<file path="config.mk">
export PLATFORM = sky130hd
export DESIGN_NAME = mjpg_stream_parser
export DESIGN_NICKNAME = d
export VERILOG_FILES = /design/src/rtl/mjpg_stream_parser.sv
export SDC_FILE = /design/constraint.sdc
export NUM_CORES = 1
export LEC_CHECK = 0
export CAP_MARGIN = 20
export CORE_MARGIN = 5
export CORE_UTILIZATION = 67
export DETAILED_ROUTE_END_ITERATION = 6
export DONT_BUFFER_PORTS = 1
export HOLD_SLACK_MARGIN = 0.06
export PLACE_DENSITY_LB_ADDON = 0.3
export SLEW_MARGIN = 20
export SYNTH_ARGS = -nofsm -noshare
export SYNTH_HDL_FRONTEND = slang
export SYNTH_SLANG_ARGS = --single-unit
</file>
<file path="constraint.sdc">
create_clock -name clk -period 5.1 [get_ports clk]
set_input_delay 0.51 -clock clk [delete_from_list [all_inputs] [get_ports clk]]
set_output_delay 0.51 -clock clk [all_outputs]
set_load 0.05 [all_outputs]
</file>
<file path="src/rtl/mjpg_stream_parser.sv">
// JPEG marker-structure walker for a byte stream: captures SOF0 dimensions, strips
// 0xFF00 stuffing from the entropy-coded segment and flags malformed streams.
module mjpg_stream_parser #(
  parameter int unsigned CNTW         = 24,
  parameter bit          SOF_REQUIRED = 1'b1
) (
  input  logic            clk,
  input  logic            rst_n,
  input  logic            jvalid,
  input  logic [7:0]      jpeg,
  output logic            ecs_valid,
  output logic [7:0]      ecs_data,
  output logic            sof,
  output logic            eof,
  output logic            rstm,
  output logic [2:0]      rstm_idx,
  output logic [15:0]     width,
  output logic [15:0]     height,
  output logic            dim_valid,
  output logic [CNTW-1:0] ecs_count,
  output logic            err,
  output logic [2:0]      err_code
);

  typedef enum logic [2:0] {
    StHunt, StHuntFf, StMrk, StLenH, StLenL, StBody, StEcs, StEcsFf
  } state_e;

  localparam logic [7:0] MkSoi = 8'hD8;
  localparam logic [7:0] MkEoi = 8'hD9;
  localparam logic [7:0] MkSof = 8'hC0;
  localparam logic [7:0] MkSos = 8'hDA;

  localparam logic [2:0] ENoSoi  = 3'd1;
  localparam logic [2:0] EBadLen = 3'd2;
  localparam logic [2:0] EBadEsc = 3'd3;
  localparam logic [2:0] ENoSof  = 3'd4;
  localparam logic [2:0] EReSoi  = 3'd5;

  state_e          state_q, state_d;
  logic            mrk_ff_q, mrk_ff_d;
  logic [7:0]      marker_q, marker_d;
  logic [7:0]      len_h_q, len_h_d;
  logic [15:0]     rem_q, rem_d;
  logic [2:0]      idx_q, idx_d;
  logic [15:0]     x_q, x_d, y_q, y_d;
  logic            ecs_valid_q, ecs_valid_d;
  logic [7:0]      ecs_data_q, ecs_data_d;
  logic            sof_q, sof_d, eof_q, eof_d, rstm_q, rstm_d, err_q, err_d;
  logic [2:0]      rstm_idx_q, rstm_idx_d, err_code_q, err_code_d;
  logic [15:0]     width_q, width_d, height_q, height_d;
  logic            dim_valid_q, dim_valid_d;
  logic [CNTW-1:0] ecs_count_q, ecs_count_d;

  logic        is_ff, is_rst, seg_end, do_err, do_sof, do_emit;
  logic [2:0]  code;
  logic [7:0]  emit_byte;
  logic [15:0] len;

  always_comb begin
    state_d     = state_q;
    mrk_ff_d    = mrk_ff_q;
    marker_d    = marker_q;
    len_h_d     = len_h_q;
    rem_d       = rem_q;
    idx_d       = idx_q;
    x_d         = x_q;
    y_d         = y_q;
    ecs_valid_d = 1'b0;
    ecs_data_d  = ecs_data_q;
    sof_d       = 1'b0;
    eof_d       = 1'b0;
    rstm_d      = 1'b0;
    rstm_idx_d  = rstm_idx_q;
    err_d       = 1'b0;
    err_code_d  = err_code_q;
    width_d     = width_q;
    height_d    = height_q;
    dim_valid_d = dim_valid_q;
    ecs_count_d = ecs_count_q;
    seg_end     = 1'b0;
    do_err      = 1'b0;
    do_sof      = 1'b0;
    do_emit     = 1'b0;
    code        = 3'd0;
    emit_byte   = jpeg;
    is_ff       = (jpeg == 8'hFF);
    is_rst      = (jpeg[7:3] == 5'b11010);
    len         = {len_h_q, jpeg};

    if (jvalid) begin
      unique case (state_q)
        StHunt: if (is_ff) state_d = StHuntFf;
        StHuntFf: begin
          if (jpeg == MkSoi) do_sof = 1'b1;
          else if (!is_ff)   state_d = StHunt;
        end
        StMrk: begin
          if (!mrk_ff_q) begin
            if (is_ff) mrk_ff_d = 1'b1;
            else begin
              do_err = 1'b1;
              code   = ENoSoi;
            end
          end else if (is_ff) begin
            mrk_ff_d = 1'b1;
          end else if (jpeg == MkSoi) begin
            do_sof = 1'b1;
          end else if (jpeg == MkEoi) begin
            eof_d   = 1'b1;
            state_d = StHunt;
          end else if (jpeg == 8'h00 || is_rst) begin
            do_err = 1'b1;
            code   = ENoSoi;
          end else begin
            marker_d = jpeg;
            mrk_ff_d = 1'b0;
            state_d  = StLenH;
          end
        end
        StLenH: begin
          len_h_d = jpeg;
          state_d = StLenL;
        end
        StLenL: begin
          if (len < 16'd2 || (marker_q == MkSof && len < 16'd7)) begin
            do_err = 1'b1;
            code   = EBadLen;
          end else if (len == 16'd2) begin
            seg_end = 1'b1;
          end else begin
            rem_d   = len - 16'd2;
            idx_d   = 3'd0;
            state_d = StBody;
          end
        end
        StBody: begin
          rem_d = rem_q - 16'd1;
          if (idx_q != 3'd7) idx_d = idx_q + 3'd1;
          // SOF0 body: precision, Y (2 bytes), X (2 bytes), components
          if (marker_q == MkSof) begin
            case (idx_q)
              3'd1:    y_d[15:8] = jpeg;
              3'd2:    y_d[7:0]  = jpeg;
              3'd3:    x_d[15:8] = jpeg;
              3'd4:    x_d[7:0]  = jpeg;
              default: ;
            endcase
          end
          if (rem_q == 16'd1) begin
            seg_end = 1'b1;
            if (marker_q == MkSof) begin
              width_d     = x_d;
              height_d    = y_d;
              dim_valid_d = 1'b1;
            end
          end
        end
        StEcs: begin
          if (is_ff) state_d = StEcsFf;
          else       do_emit = 1'b1;
        end
        StEcsFf: begin
          if (jpeg == 8'h00) begin
            do_emit   = 1'b1;
            emit_byte = 8'hFF;
            state_d   = StEcs;
          end else if (is_ff) begin
            state_d = StEcsFf;
          end else if (is_rst) begin
            rstm_d     = 1'b1;
            rstm_idx_d = jpeg[2:0];
            state_d    = StEcs;
          end else if (jpeg == MkEoi) begin
            eof_d   = 1'b1;
            state_d = StHunt;
          end else if (jpeg == MkSoi) begin
            do_err = 1'b1;
            code   = EReSoi;
            do_sof = 1'b1;
          end else begin
            do_err = 1'b1;
            code   = EBadEsc;
          end
        end
        default: state_d = StHunt;
      endcase
    end

    if (seg_end) begin
      if (marker_q == MkSos) begin
        if (SOF_REQUIRED && !dim_valid_q) begin
          do_err = 1'b1;
          code   = ENoSof;
        end else begin
          state_d = StEcs;
        end
      end else begin
        mrk_ff_d = 1'b0;
        state_d  = StMrk;
      end
    end

    if (do_emit) begin
      ecs_valid_d = 1'b1;
      ecs_data_d  = emit_byte;
      if (ecs_count_q != '1) ecs_count_d = ecs_count_q + CNTW'(1);
    end

    if (do_err) begin
      err_d       = 1'b1;
      err_code_d  = code;
      dim_valid_d = 1'b0;
      state_d     = StHunt;
    end

    // A new SOI wins over the error's return to HUNT (restart inside ECS)
    if (do_sof) begin
      sof_d       = 1'b1;
      ecs_count_d = '0;
      dim_valid_d = 1'b0;
      mrk_ff_d    = 1'b0;
      state_d     = StMrk;
    end
  end

  always_ff @(posedge clk or negedge rst_n) begin
    if (!rst_n) begin
      state_q     <= StHunt;
      mrk_ff_q    <= 1'b0;
      marker_q    <= 8'h00;
      len_h_q     <= 8'h00;
      rem_q       <= 16'h0000;
      idx_q       <= 3'd0;
      x_q         <= 16'h0000;
      y_q         <= 16'h0000;
      ecs_valid_q <= 1'b0;
      ecs_data_q  <= 8'h00;
      sof_q       <= 1'b0;
      eof_q       <= 1'b0;
      rstm_q      <= 1'b0;
      rstm_idx_q  <= 3'd0;
      err_q       <= 1'b0;
      err_code_q  <= 3'd0;
      width_q     <= 16'h0000;
      height_q    <= 16'h0000;
      dim_valid_q <= 1'b0;
      ecs_count_q <= '0;
    end else begin
      state_q     <= state_d;
      mrk_ff_q    <= mrk_ff_d;
      marker_q    <= marker_d;
      len_h_q     <= len_h_d;
      rem_q       <= rem_d;
      idx_q       <= idx_d;
      x_q         <= x_d;
      y_q         <= y_d;
      ecs_valid_q <= ecs_valid_d;
      ecs_data_q  <= ecs_data_d;
      sof_q       <= sof_d;
      eof_q       <= eof_d;
      rstm_q      <= rstm_d;
      rstm_idx_q  <= rstm_idx_d;
      err_q       <= err_d;
      err_code_q  <= err_code_d;
      width_q     <= width_d;
      height_q    <= height_d;
      dim_valid_q <= dim_valid_d;
      ecs_count_q <= ecs_count_d;
    end
  end

  assign ecs_valid = ecs_valid_q;
  assign ecs_data  = ecs_data_q;
  assign sof       = sof_q;
  assign eof       = eof_q;
  assign rstm      = rstm_q;
  assign rstm_idx  = rstm_idx_q;
  assign err       = err_q;
  assign err_code  = err_code_q;
  assign width     = width_q;
  assign height    = height_q;
  assign dim_valid = dim_valid_q;
  assign ecs_count = ecs_count_q;

endmodule
</file>
After elaboration in Yosys (flattened, before gate mapping). Index checks and enable logic that the tools add are counted.

Logic and storage cells: 200. Memory bits (writable): 0. Output and inout port bits: 76. Bits in read-only memories: 0. Memories: 0. Latch bits: 0. Register bits: 147.

Equal/unequal tests: 24. Div/mod/pow operators: 0. Multipliers: 0. Reductions and logical operators: 21. Shifts and indexed selects: 0. $add $sub $neg: 4. Bitwise operators: 5. Magnitude comparators: 2. Mux-type cells: 124.

Operators by type and width (number): two-way mux 3 bit (34); two-way mux 24 bit (3); two-way mux 1 bit (66); two-way mux 16 bit (4); two-way mux 8 bit (7); equality test 8 bit, second input constant (5); one-hot mux 16 bit (2 select lines) (1); adder 24 x 1 -> 24 bit, second input constant (1); != test 24 bit, second input constant (1); one-hot mux 3 bit (7 select lines) (1); equality test 16 x 1 -> 1 bit, second input constant (1); equality test 16 x 2 -> 1 bit, second input constant (1); < comparator 16 x 2 -> 1 bit, second input constant (1); < comparator 16 x 3 -> 1 bit, second input constant (1); subtractor 16 x 1 -> 16 bit, second input constant (1); subtractor 16 x 2 -> 16 bit, second input constant (1); equality test 3 bit, second input constant (5); equality test 3 x 2 -> 1 bit, second input constant (4); AND reduction 4 bit (3); nonzero test 3 bit (4); AND reduction 5 bit (2); one-hot mux 3 bit (3 select lines) (1); zero test 8 bit (1); AND reduction 7 bit (1); other kinds (15) (30).

Longest topological paths before layout.
Depth after elaboration: 14. Depth in mapped cells: 9.

Least setup slack after synthesis. No wires, ideal clock.

Path kind: in2reg. Start: input jpeg[4]. End: register idx_q[0]. Setup slack: 2.407 ns. Setup time: 0.125 ns. Required time: 4.975 ns. Stages on the path: 7. Path buffers: 1. Data arrival time: 2.568 ns. Cells stage by stage: buf_6 -> or4_4 -> nor3b_4 -> nand2_1 -> o31ai_2 -> a21o_2 -> mux2_2.

Longest elaborated chain between the ends: 5. Elaborated cells between the ends (all ways): 8. Classes of those cells: order compare (2); eq/ne (3); reduce/logical (3).

RTL lines: start, declared (RTL line 10) `input logic [7:0] jpeg,`; < comparator 16 x 3 -> 1 bit (RTL line 126) `if (len < 16'd2 || (marker_q == MkSof && len < 16'd7)) begin`; logical AND 1 bit (RTL line 126); logical OR 1 bit (RTL line 126); != test 2 bit (no line); AND reduction 5 bit (no line) (*); end signal, assigned (RTL line 255) `idx_q <= idx_d;`; end, declared (RTL line 45) `logic [2:0] idx_q, idx_d;`.

Mark *: on every way between the ends. The rest lies on a longest branch, timed or not. A chain may end at the register's enable or synchronous reset.

Final worst setup path.
Start: register marker_q[2]. End: register x_q[4].

Longest elaborated chain between the ends: 2.

RTL lines: start, declared (RTL line 42) `logic [7:0] marker_q, marker_d;`; start signal, assigned (RTL line 252) `marker_q <= marker_d;`; equality test 8 bit (RTL line 141) `if (marker_q == MkSof) begin`; two-way mux 16 bit (RTL line 141); end signal, assigned (RTL line 235) `x_q <= 16'h0000;`; end signal, assigned (RTL line 256) `x_q <= x_d;`; end, declared (RTL line 46) `logic [15:0] x_q, x_d, y_q, y_d;`.

No other way between the ends.

==> results.md <==
| Parameter | Reported |
|---|---|
| Startpoint kind of the worst setup timing path | register |
| Async set or reset register ratio after synthesis | 1.000 |
| Number of post-CTS setup repair buffers | 0 |
| H-tree levels | 4 |
| Startpoint-to-endpoint class of the critical path | reg -> reg |
| Number of diodes added for antenna fixing | 0 |
| CP arrival | 3.36 ns |
| Crit share post-route | 0.5995 |
| Net total in the final layout | 770 |
| Port Buffer Count | 0 |
| Worst IR Drop VDD | 0.0003063 V |
| Routed length per instance | 21.04 um |
| Tightest Hold Check Type | in -> async |
| Overall power of the completed layout | 3.566 mW |
| Per-instance average area after synthesis | 9.769 um^2 |
| Commonest non-fill, non-tap cell in the layout | dfrtp_1 |
| Clock buffers created by TritonCTS | 17 |
| Share of layout cells above drive strength 1 | 0.1234 |
| Outcome | complete, no violations |
| TritonCTS clock tree | built |
| Starting density of the core | 0.6751 |
| Worst slack at placement | 2.128 ns |
| Violation count after the first detailed-route iteration | 595 |
| Top library cells by usage in the layout, fill and taps aside | 147 x dfrtp_1, 90 x nor2_1, 74 x a21oi_1, 62 x nand2_1, 45 x mux2_2 |
| DRC errors left | 0 |
| Global-route wire length before repair | 30750 um |
| Number of hold-slack violations in the final timing report | 0 |
| Clock input transition at the sequential cells of the worst setup and hold paths | 0.06 ns |
| Die H | 116.6 um |
| Fill cell instance count of the final layout | 765 |
| Overflow after GRT | 0 |
| Cell row count | 39 |
| R2R setup slack | 2.04 ns |
| Number of flops mapped to enable cells by yosys | 0 |
| Core area | 11270 um^2 |
| Number of nets in the synthesized netlist | 800 |
| Average vias per placed instance | 6.674 |
| Distinct cells, synth | 67 |
| Pin count of the biggest net entering global routing | 148 |
| Sequential element share of the synthesized area | 0.4834 |
| Flop and latch count out of synthesis | 147 |
| Pins Over Slew Limit | 0 |
| Number of antenna violations at the first check in global routing | 0 |
| Antenna Nets Post-Route | 0 |
| Final Wtd Congestion | 0.9374 |
| Detailed Route WL | 19040 um |
| Area taken by multi-input logic gates | 3669 um^2 |
| Leakage power total | 3.800 nW |
| Post-cts resize count | 0 |
| Time the final worst path needs with I/O delays and setup | 3.057 ns |
| Clock insertion delay at the later pin of the skew report | 0.43 ns |
| Clk buf depth | 2 |
| Root buffer cell | clkbuf_16 |
| Synthesis-to-layout area growth | 7.794% |
| Total of max-cap violations | 0 |
| HPWL after detailed placement | 12640 um |
| Highest achievable clock rate | 327.1 MHz |
| Width of the die | 116.6 um |
| Summed instance area of the synthesized netlist | 7610 um^2 |
| Total power divided by cell area | 434.8 nW/um^2 |
| Area occupied by registers | 3679 um^2 |
| TritonRoute pass-1 iters | 6 |
| Final worst-path setup slack | 2.043 ns |
| Hold_ws | 0.007053 ns |
| Global-route usage over all layers | 0.2943 |
| Slowest Stage Delay on Critical Path | 0.66 ns |
| Synth warnings | 0 |
| Post-layout utilization of the core | 0.7277 |
| Largest clock skew in the final design | 0.006235 ns |
| Via count | 6040 |
| Most used DFF post-synth | dfrtp_1 |
| Gate count after technology mapping | 779 |
| Final count of negative-setup-slack endpoints | 0 |
| Required time of the worst setup path | 5.41 ns |
| Cell breakdown of the critical path | nor4_1, and2_1, and3_1, nor2b_1, mux2_2 |
| Worst slew slack as a fraction of its limit | 0.3110 |
| Max FO, Critical Path | 9 |
| Vias in the first global route | 5907 |
| RSZ-0062 raised after global routing | false |
| Cell at the slowest stage of the critical path | nor2b_1 |
| Transition time at the pin with the least slew margin | 1.030 ns |
| Final TNS setup | 0 ns |
| Area of the die | 13590 um^2 |
| Type of destination of the critical path | register |
| Number of ports placed on the die boundary | 87 |
| Clock net sink count | 147 |
==> per-stage QoR <==
step / cell area (um^2) / cells
after global placement: 7597 / 872
after detailed placement: 7597 / 872
after CTS: 8203 / 905
after floorplan: 7610 / 779
after global routing: 8203 / 905
final: 8203 / 905
==> final timing paths <==
kind / from / to / cells after the start
min in group clk: jpeg[4] / len_h_q[4]$_DFFE_PN0P_ / 1
worst min-delay path: rst_n / rem_q[8]$_DFFE_PN0P_ / 1
worst max-delay path: marker_q[2]$_DFFE_PN0P_ / x_q[4]$_DFFE_PN0P_ / 5
worst max register to register: marker_q[2]$_DFFE_PN0P_ / x_q[4]$_DFFE_PN0P_ / 5
worst min register to register: rem_q[15]$_DFFE_PN0P_ / rem_q[15]$_DFFE_PN0P_ / 1
max in group asynchronous: rst_n / rem_q[5]$_DFFE_PN0P_ / 1
==> final cells by class <==
class,instances,share of cell area
flip-flops and latches,147,0.4484
multi-input cells,565,0.4472
clock buffers,18,0.05354
well taps,143,0.02181
clock inverters,14,0.01693
inverters,15,0.006864
repair buffers,3,0.005186
==> synth_stat cells (6+ instances only) <==
| master | number | share of area |
|---|---|---|
| dfrtp_1 | 147 | 0.48 |
| nor2_1 | 91 | 0.045 |
| a21oi_1 | 74 | 0.049 |
| nand2_1 | 62 | 0.031 |
| mux2_2 | 45 | 0.067 |
| mux2i_1 | 36 | 0.047 |
| clkbuf_1 | 35 | 0.017 |
| o21ai_0 | 30 | 0.020 |
| nand3_1 | 26 | 0.017 |
| nor3_1 | 15 | 0.0099 |
| o211ai_1 | 15 | 0.015 |
| inv_1 | 14 | 0.0069 |
| nand4_1 | 12 | 0.0099 |
| xor2_1 | 12 | 0.014 |
| nor4_1 | 11 | 0.0090 |
| or4_1 | 11 | 0.011 |
| ha_1 | 10 | 0.016 |
| nand2b_1 | 10 | 0.0082 |
| and3_1 | 9 | 0.0074 |
| buf_2 | 9 | 0.0059 |
| a211oi_1 | 7 | 0.0069 |
| and4_1 | 7 | 0.0081 |
| buf_1 | 7 | 0.0035 |
| nor3b_1 | 6 | 0.0059 |
| o31ai_1 | 6 | 0.0059 |
| xnor2_1 | 6 | 0.0069 |
==> layer usage <==
metal | GRT usage | vias to the layer above | wire length, um
met5 | 0 | - | 0
met4 | 0.1101 | 0 | 520
met3 | 0.08705 | 52 | 1619
met2 | 0.4641 | 286 | 9276
met1 | 0.3886 | 2957 | 7621
li1 | - | 2745 | -
==> flip-flops by register name, indices dropped and copies added, names as in the netlist, 8 cells and up <==
| register | cells |
|---|---|
| ecs_count | 24 |
| height | 16 |
| rem_q | 16 |
| width | 16 |
| x_q | 16 |
| y_q | 16 |
| ecs_data | 8 |
| len_h_q | 8 |
| marker_q | 8 |
==> critical path: cells and delay by family, from the launching register on <==
| kind | cells | cell delay [ns] |
|---|---|---|
| flops | 1 | 0.40 |
| simple gates | 4 | 2.11 |
| mux | 1 | 0.42 |
==> what timing repair did <==
action,CTS,global route
setup endpoints to repair,0,0
hold buffers,1,0
hold endpoints to repair,147,0
==> logic make-up (layout without fill, tap and decap cells) <==
group / Yosys count / after routing / share of synthesized area
multiplexers: 81 / 81 / 0.1139
AND/OR/NAND/NOR: 289 / 289 / 0.1927
flip-flops: 147 / 147 / 0.4834
XOR/XNOR: 18 / 18 / 0.02072
buffers and inverters: 67 / 50 / 0.03551
adder cells (fa/ha/maj): 11 / 11 / 0.01776
AO/OA/AOI/OAI: 166 / 166 / 0.1360
==> power by group <==
group,leakage (nW),internal (mW),switching (mW)
clock,0.282,0.697,0.524
sequential,1.98,1.32,0.374
combinational,1.54,0.273,0.382
(Power assumes the default switching activity.)
